[src/rtl/fir_coeff_loader.sv]
// Coefficient reload controller for a double-banked FIR: streams a full tap set
// into the shadow bank, then swaps banks on the next FIR sample strobe.
module fir_coeff_loader #(
    parameter int N_TAPS      = 71,
    parameter int COEFF_WIDTH = 20,
    parameter int ADDR_WIDTH  = 7
) (
    input  logic                   clk,
    input  logic                   rst,
    input  logic                   cfg_start,
    input  logic                   cfg_abort,
    input  logic [COEFF_WIDTH-1:0] cfg_coeff,
    input  logic                   cfg_valid,
    output logic                   cfg_ready,
    input  logic                   fir_valid_in,
    output logic                   coeff_wr_en,
    output logic [ADDR_WIDTH-1:0]  coeff_wr_addr,
    output logic [COEFF_WIDTH-1:0] coeff_wr_data,
    output logic                   coeff_wr_bank,
    output logic                   bank_sel,
    output logic                   busy,
    output logic                   done,
    output logic                   error,
    output logic [1:0]             dbg_state
);

    localparam logic [1:0] ST_IDLE = 2'd0;
    localparam logic [1:0] ST_LOAD = 2'd1;
    localparam logic [1:0] ST_SWAP = 2'd2;

    localparam logic [ADDR_WIDTH-1:0] LAST_TAP = ADDR_WIDTH'(N_TAPS - 1);

    logic [1:0]            state;
    logic [1:0]            state_next;
    logic [ADDR_WIDTH-1:0] tap_cnt;
    logic                  handshake;
    logic                  last_tap;
    logic                  accept_start;
    logic                  swap_now;
    logic                  abort_now;
    logic                  start_err;

    // Handshake: a tap is transferred on a cycle where cfg_valid and cfg_ready
    // are both high; cfg_ready depends on the state register only. An abort in
    // the same cycle cancels the transfer.
    assign cfg_ready = (state == ST_LOAD);
    assign busy      = (state != ST_IDLE);
    assign dbg_state = state;

    assign abort_now    = busy & cfg_abort;
    assign handshake    = cfg_valid & cfg_ready & ~cfg_abort;
    assign last_tap     = (tap_cnt == LAST_TAP);
    assign accept_start = (state == ST_IDLE) & cfg_start;
    assign swap_now     = (state == ST_SWAP) & fir_valid_in & ~cfg_abort;
    assign start_err    = busy & cfg_start & ~cfg_abort;

    // The write bank is always the one the FIR is not reading.
    assign coeff_wr_bank = ~bank_sel;

    always_comb begin
        state_next = state;
        case (state)
            ST_IDLE: begin
                if (cfg_start) begin
                    state_next = ST_LOAD;
                end
            end
            ST_LOAD: begin
                if (cfg_abort) begin
                    state_next = ST_IDLE;
                end else if (handshake && last_tap) begin
                    state_next = ST_SWAP;
                end
            end
            ST_SWAP: begin
                if (cfg_abort || fir_valid_in) begin
                    state_next = ST_IDLE;
                end
            end
            default: begin
                state_next = ST_IDLE;
            end
        endcase
    end

    always_ff @(posedge clk) begin
        if (rst) begin
            state         <= ST_IDLE;
            tap_cnt       <= '0;
            bank_sel      <= 1'b0;
            coeff_wr_en   <= 1'b0;
            coeff_wr_addr <= '0;
            coeff_wr_data <= '0;
            done          <= 1'b0;
            error         <= 1'b0;
        end else begin
            state       <= state_next;
            coeff_wr_en <= handshake;
            done        <= swap_now;

            if (accept_start) begin
                tap_cnt <= '0;
            end else if (handshake) begin
                tap_cnt <= tap_cnt + 1'b1;
            end

            if (handshake) begin
                coeff_wr_addr <= tap_cnt;
                coeff_wr_data <= cfg_coeff;
            end

            if (swap_now) begin
                bank_sel <= ~bank_sel;
            end

            // Sticky: only a fresh accepted start (or reset) clears it.
            if (accept_start) begin
                error <= 1'b0;
            end else if (abort_now || start_err) begin
                error <= 1'b1;
            end
        end
    end

endmodule

[config.mk]
export PLATFORM = sky130hd
export DESIGN_NAME = fir_coeff_loader
export DESIGN_NICKNAME = d
export VERILOG_FILES = /design/src/rtl/fir_coeff_loader.sv
export SDC_FILE = /design/constraint.sdc
export NUM_CORES = 1
export LEC_CHECK = 0
export BUFFER_PORTS_ARGS = -buffer_cell sky130_fd_sc_hd__buf_2
export CORE_MARGIN = 2
export CORE_UTILIZATION = 44
export DETAILED_ROUTE_END_ITERATION = 6
export PLACE_DENSITY_LB_ADDON = 0.2
export SETUP_SLACK_MARGIN = 0.02
export SLEW_MARGIN = 10
export SYNTH_ARGS = -nofsm -noshare
export SYNTH_HDL_FRONTEND = slang
export SYNTH_SLANG_ARGS = --single-unit
export TNS_END_PERCENT = 5
[constraint.sdc]
create_clock -name clk -period 1.6 [get_ports clk]
set_input_delay 0.24 -clock clk [delete_from_list [all_inputs] [get_ports clk]]
set_output_delay 0.24 -clock clk [all_outputs]
set_load 0.005 [all_outputs]
After elaboration in Yosys (flattened, before gate mapping) --
Index checks and enable logic that the tools add are counted.
Cells by class: reduce and logical (&&, ||, !) cells 7, add/sub/neg operators 1, bitwise gates (word level) 10, mux-type cells 5, equality and inequality tests 6
Operator list (number):
- AND 1 bit | 8
- 2-to-1 mux 2 bit | 4
- adder 7 x 1 -> 7 bit, second input constant | 1
- equality test 7 bit, second input constant | 1
- one-hot mux 2 bit (3 select lines) | 1
- != test 3 x 2 -> 1 bit, second input constant | 1
- AND reduction 3 bit | 1
- equality test 2 x 1 -> 1 bit, second input constant | 1
- equality test 2 bit, second input constant | 1
- zero test 2 bit | 1
- logical OR 1 bit | 2
- != test 2 x 1 -> 1 bit, second input constant | 1
- != test 2 bit, second input constant | 1
- NOT 1 bit | 2
- nonzero test 2 bit | 1
- OR reduction 2 bit | 1
- logical AND 1 bit | 1
Word-level totals: register bits after elaboration 40, output and inout port bits 36, word-level logic and storage cells 37, input port bits 26

Depth between registers and ports, before layout --
depth in word-level cells 7, depth in mapped cells 6

Worst setup path after synthesis --
OpenSTA, ideal clock, no wires.
path kind reg-to-reg, from reg state[0] (netlist: dbg_state[0]), to reg tap_cnt[5], data required time 1.530 ns, setup time 0.070 ns, buffers on the path 2, path slack 0.204 ns, cell stages (with the launch flop) 6, period minus slack after synthesis 1.396 ns, arrival time 1.326 ns, cell sequence dfxtp_1 > buf_4 > nand4bb_1 > buf_2 > or4_1 > a21oi_1
On the way: cells in the longest elaborated chain, start to end 3, elaborated cells on any way between the ends 6
RTL lines:
- start, declared | line 33 | logic [1:0] state;
- start signal, assigned | line 97 | state <= state_next;
- equality test 2 x 1 -> 1 bit or zero test 2 bit (tied branches) | line 46, 53
- AND 1 bit, on equally long branches | line 51, 53
- AND 1 bit or OR reduction 2 bit (tied branches)
- end signal, assigned | line 104 | tap_cnt <= tap_cnt + 1'b1;
- end, declared | line 35 | logic [ADDR_WIDTH-1:0] tap_cnt;
Several ways; a longest one is shown, not always the timed one. A chain may end at the register's enable or synchronous reset.

Worst setup path after layout --
from reg state[1] (netlist: dbg_state[1]), to reg tap_cnt[3]
The elaborated chain is that of the path after synthesis.

==> run metrics <==
Fin Setup TNS 0 ns; fill count 346; setup repair after global routing missed its margin false; Worst-path clk slew 0.12 ns; final antenna-violating net count 0; largest net degree at the start of global routing 25; Die Y 63.5 um; clock sinks 40; die area 4030 um^2; flops & latches, synth 40; Clk pwr share 31.5%; worst reg2reg path depth 4; first-pass GRT wire length 5.64 mm; H-tree depth 2; most frequent cells in the layout buf_2 (61), nand2_1 (57), dfxtp_1 (40); fin util 59.5%; Cell variety after synth 32; vias in the first global route 1320; FF-to-FF End tap_cnt[3]; outcome finished clean; final net count 283; drt first-iter violations 60; cts hold-fix bufs 0; Flop pwr share 60.4%; DRC errors left 0; Worst Path Required 1.88 ns; postcts setup bufs 0; leakage power 0.847 nW; data arrival time of the worst path 1.71 ns; crit path time final 1.43 ns; Net Sw Frac 23.5%; CTS resizes 0; routed vias 1458; max-slew headroom at the worst pin 74.9%; Antenna diodes 0; max_cap viols 0; hold endpoint coeff_wr_data[1]; CTS root buf clkbuf_4; most common cell after layout, fill and taps aside buf_2; core footprint 3360 um^2; PD cells 843 nW/um^2; antenna violations before repair 0; All-Layer GR Usage 17.4%; Syn Area/Cell 8.14 um^2; Worst Skew 0.00639 ns; sequential area share after synthesis 51.5%; via-per-instance ratio 4.83; Achievable Freq 0.699 GHz; Final period util 89.4%; crit path from dbg_state[1]; min-delay src cfg_coeff[1]; P_int 1.29 mW; Worst R2R Start dbg_state[1]; Net Sw Power 0.397 mW; Clock Tree Buf Depth 2; Rows 21; CP Launch Type register; DIE WIDTH 63.5 um; Initial Util 46.2%; Total Power 1.69 mW; CTS Buf Count 5; Synthesis Warnings 0; TritonCTS clock tree built; grt ovf 0; power share of the combinational group 8.1%; min-delay worst type in2reg; Layout area overhead 28.7%; Crit Path Category reg2reg; VDD IR max 543 uV; synthesized area 1560 um^2; Cells after Synth 191; Crit Path Max Fanout 6; TritonRoute pass-1 iters 4; Final setup violation count 0; syn nets 219; WL per Instance 11.0 um; I/O pin total 62; max-slew violations 0; Hold Vio Cnt, Final 0; Placer Congestion 0.724; crit path capture type register; Port Buffer Count 61; final WL 3.32 mm; proportion of layout cells with a drive suffix above 1 30.5%; hold depth 3; FF-to-FF setup slack 0.17 ns; worst-skew pair later-pin latency 0.34 ns; post-DP HPWL 2.37 mm; Worst-Margin Slew 0.371 ns
-- cell type report --
class	instances	area, um^2	area share, %
inverter	8	30.0	1.50
clock buffer	7	55.1	2.75
sequential	40	801	40.0
multi-input combinational	130	678	33.9
clock inverter	1	7.51	0.375
timing repair buffer	70	373	18.6
tap	46	57.6	2.88
-- cell usage after synthesis (all sizes together) --
cell / count / area, um^2
a211oi: 2 / 15.0
a21o: 2 / 15.0
a21oi: 35 / 175
a31o: 1 / 8.76
and2: 1 / 6.26
buf: 9 / 46.3
clkbuf: 4 / 15.0
dfxtp: 40 / 801
ha: 2 / 25.0
inv: 8 / 30.0
mux2i: 1 / 10.0
nand2: 57 / 214
nand2b: 2 / 12.5
nand3: 3 / 15.0
nand4: 1 / 6.26
nand4b: 1 / 8.76
nand4bb: 1 / 11.3
nor2: 5 / 18.8
nor2b: 2 / 12.5
nor3b: 1 / 7.51
nor4b: 1 / 8.76
nor4bb: 2 / 20.0
o21ai: 2 / 10.0
o311ai: 1 / 8.76
o31ai: 2 / 15.0
o41ai: 1 / 8.76
or3: 1 / 6.26
or4: 2 / 15.0
xnor2: 1 / 8.76
-- power by group through the flow --
| stage | combinational (mW) | sequential, mW | clock (mW) |
|---|---|---|---|
| global route | 0.154 | 1.02 | 0.590 |
| floorplan | 0.0643 | 1.04 | 0 |
| global placement | 0.137 | 1.04 | 0 |
| CTS | 0.138 | 1.02 | 0.545 |
| detailed placement | 0.138 | 1.04 | 0 |
| finish | 0.137 | 1.02 | 0.532 |
-- stage by stage --
stage	worst slack (ns)	std cells	instance area (um^2)	hold slack, ns
final	0.170	302	2000	0.122
after global routing	0.0449	302	2000	0.109
after CTS	0.145	302	2000	0.113
after detailed placement	0.101	294	1940	0.437
after global placement	0.199	294	1940	0.430
after floorplan	0.204	191	1560	0.376
-- sequential cells by signal, indices dropped and copies added, names as in the netlist --
name,cells
coeff_wr_en,1
dbg_state,2
bank_sel,1
done,1
coeff_wr_addr,7
error,1
tap_cnt,7
coeff_wr_data,20
-- kinds of logic after synthesis --
group                      after synthesis  synth area share (%)
AOI/OAI and AO/OA                       46                  16.5
and+or+nand+nor                         80                  23.3
buffers and inverters                   21                  5.87
xor gates and xnor gates                 1                 0.563
muxes                                    1                 0.644
adders and majority gates                2                  1.61
DFF                                     40                  51.5
-- critical path, stage by stage, from the launching register on --
cell and delay, ns:
dfxtp_1 0.32, nand4bb_1 0.31, buf_4 0.25, or3_1 0.34, a21oi_1 0.15
-- worst max-delay path by stage --
| stage | end | slack, ns | depth (start not counted) |
|---|---|---|---|
| finish | tap_cnt[3] | 0.17 | 4 |
| CTS | tap_cnt[3] | 0.14 | 4 |
| global placement | tap_cnt[3] | 0.20 | 5 |
| detailed placement | tap_cnt[3] | 0.10 | 5 |
| global route | tap_cnt[3] | 0.04 | 4 |
| floorplan | tap_cnt[5] | 0.20 | 5 |
-- metal layers --
metal / up-vias / global-route usage, % / routed length [um] / part of all wire [%]
met1: 656 / 21.7 / 1560 / 47
met5: - / 0 / 0 / 0
li1: 763 / - / - / -
met4: 0 / 6.52 / 37 / 1.1
met3: 4 / 4.64 / 183 / 5.5
met2: 35 / 28.7 / 1540 / 46
No activity file was read; power rests on OpenSTA's default activity.
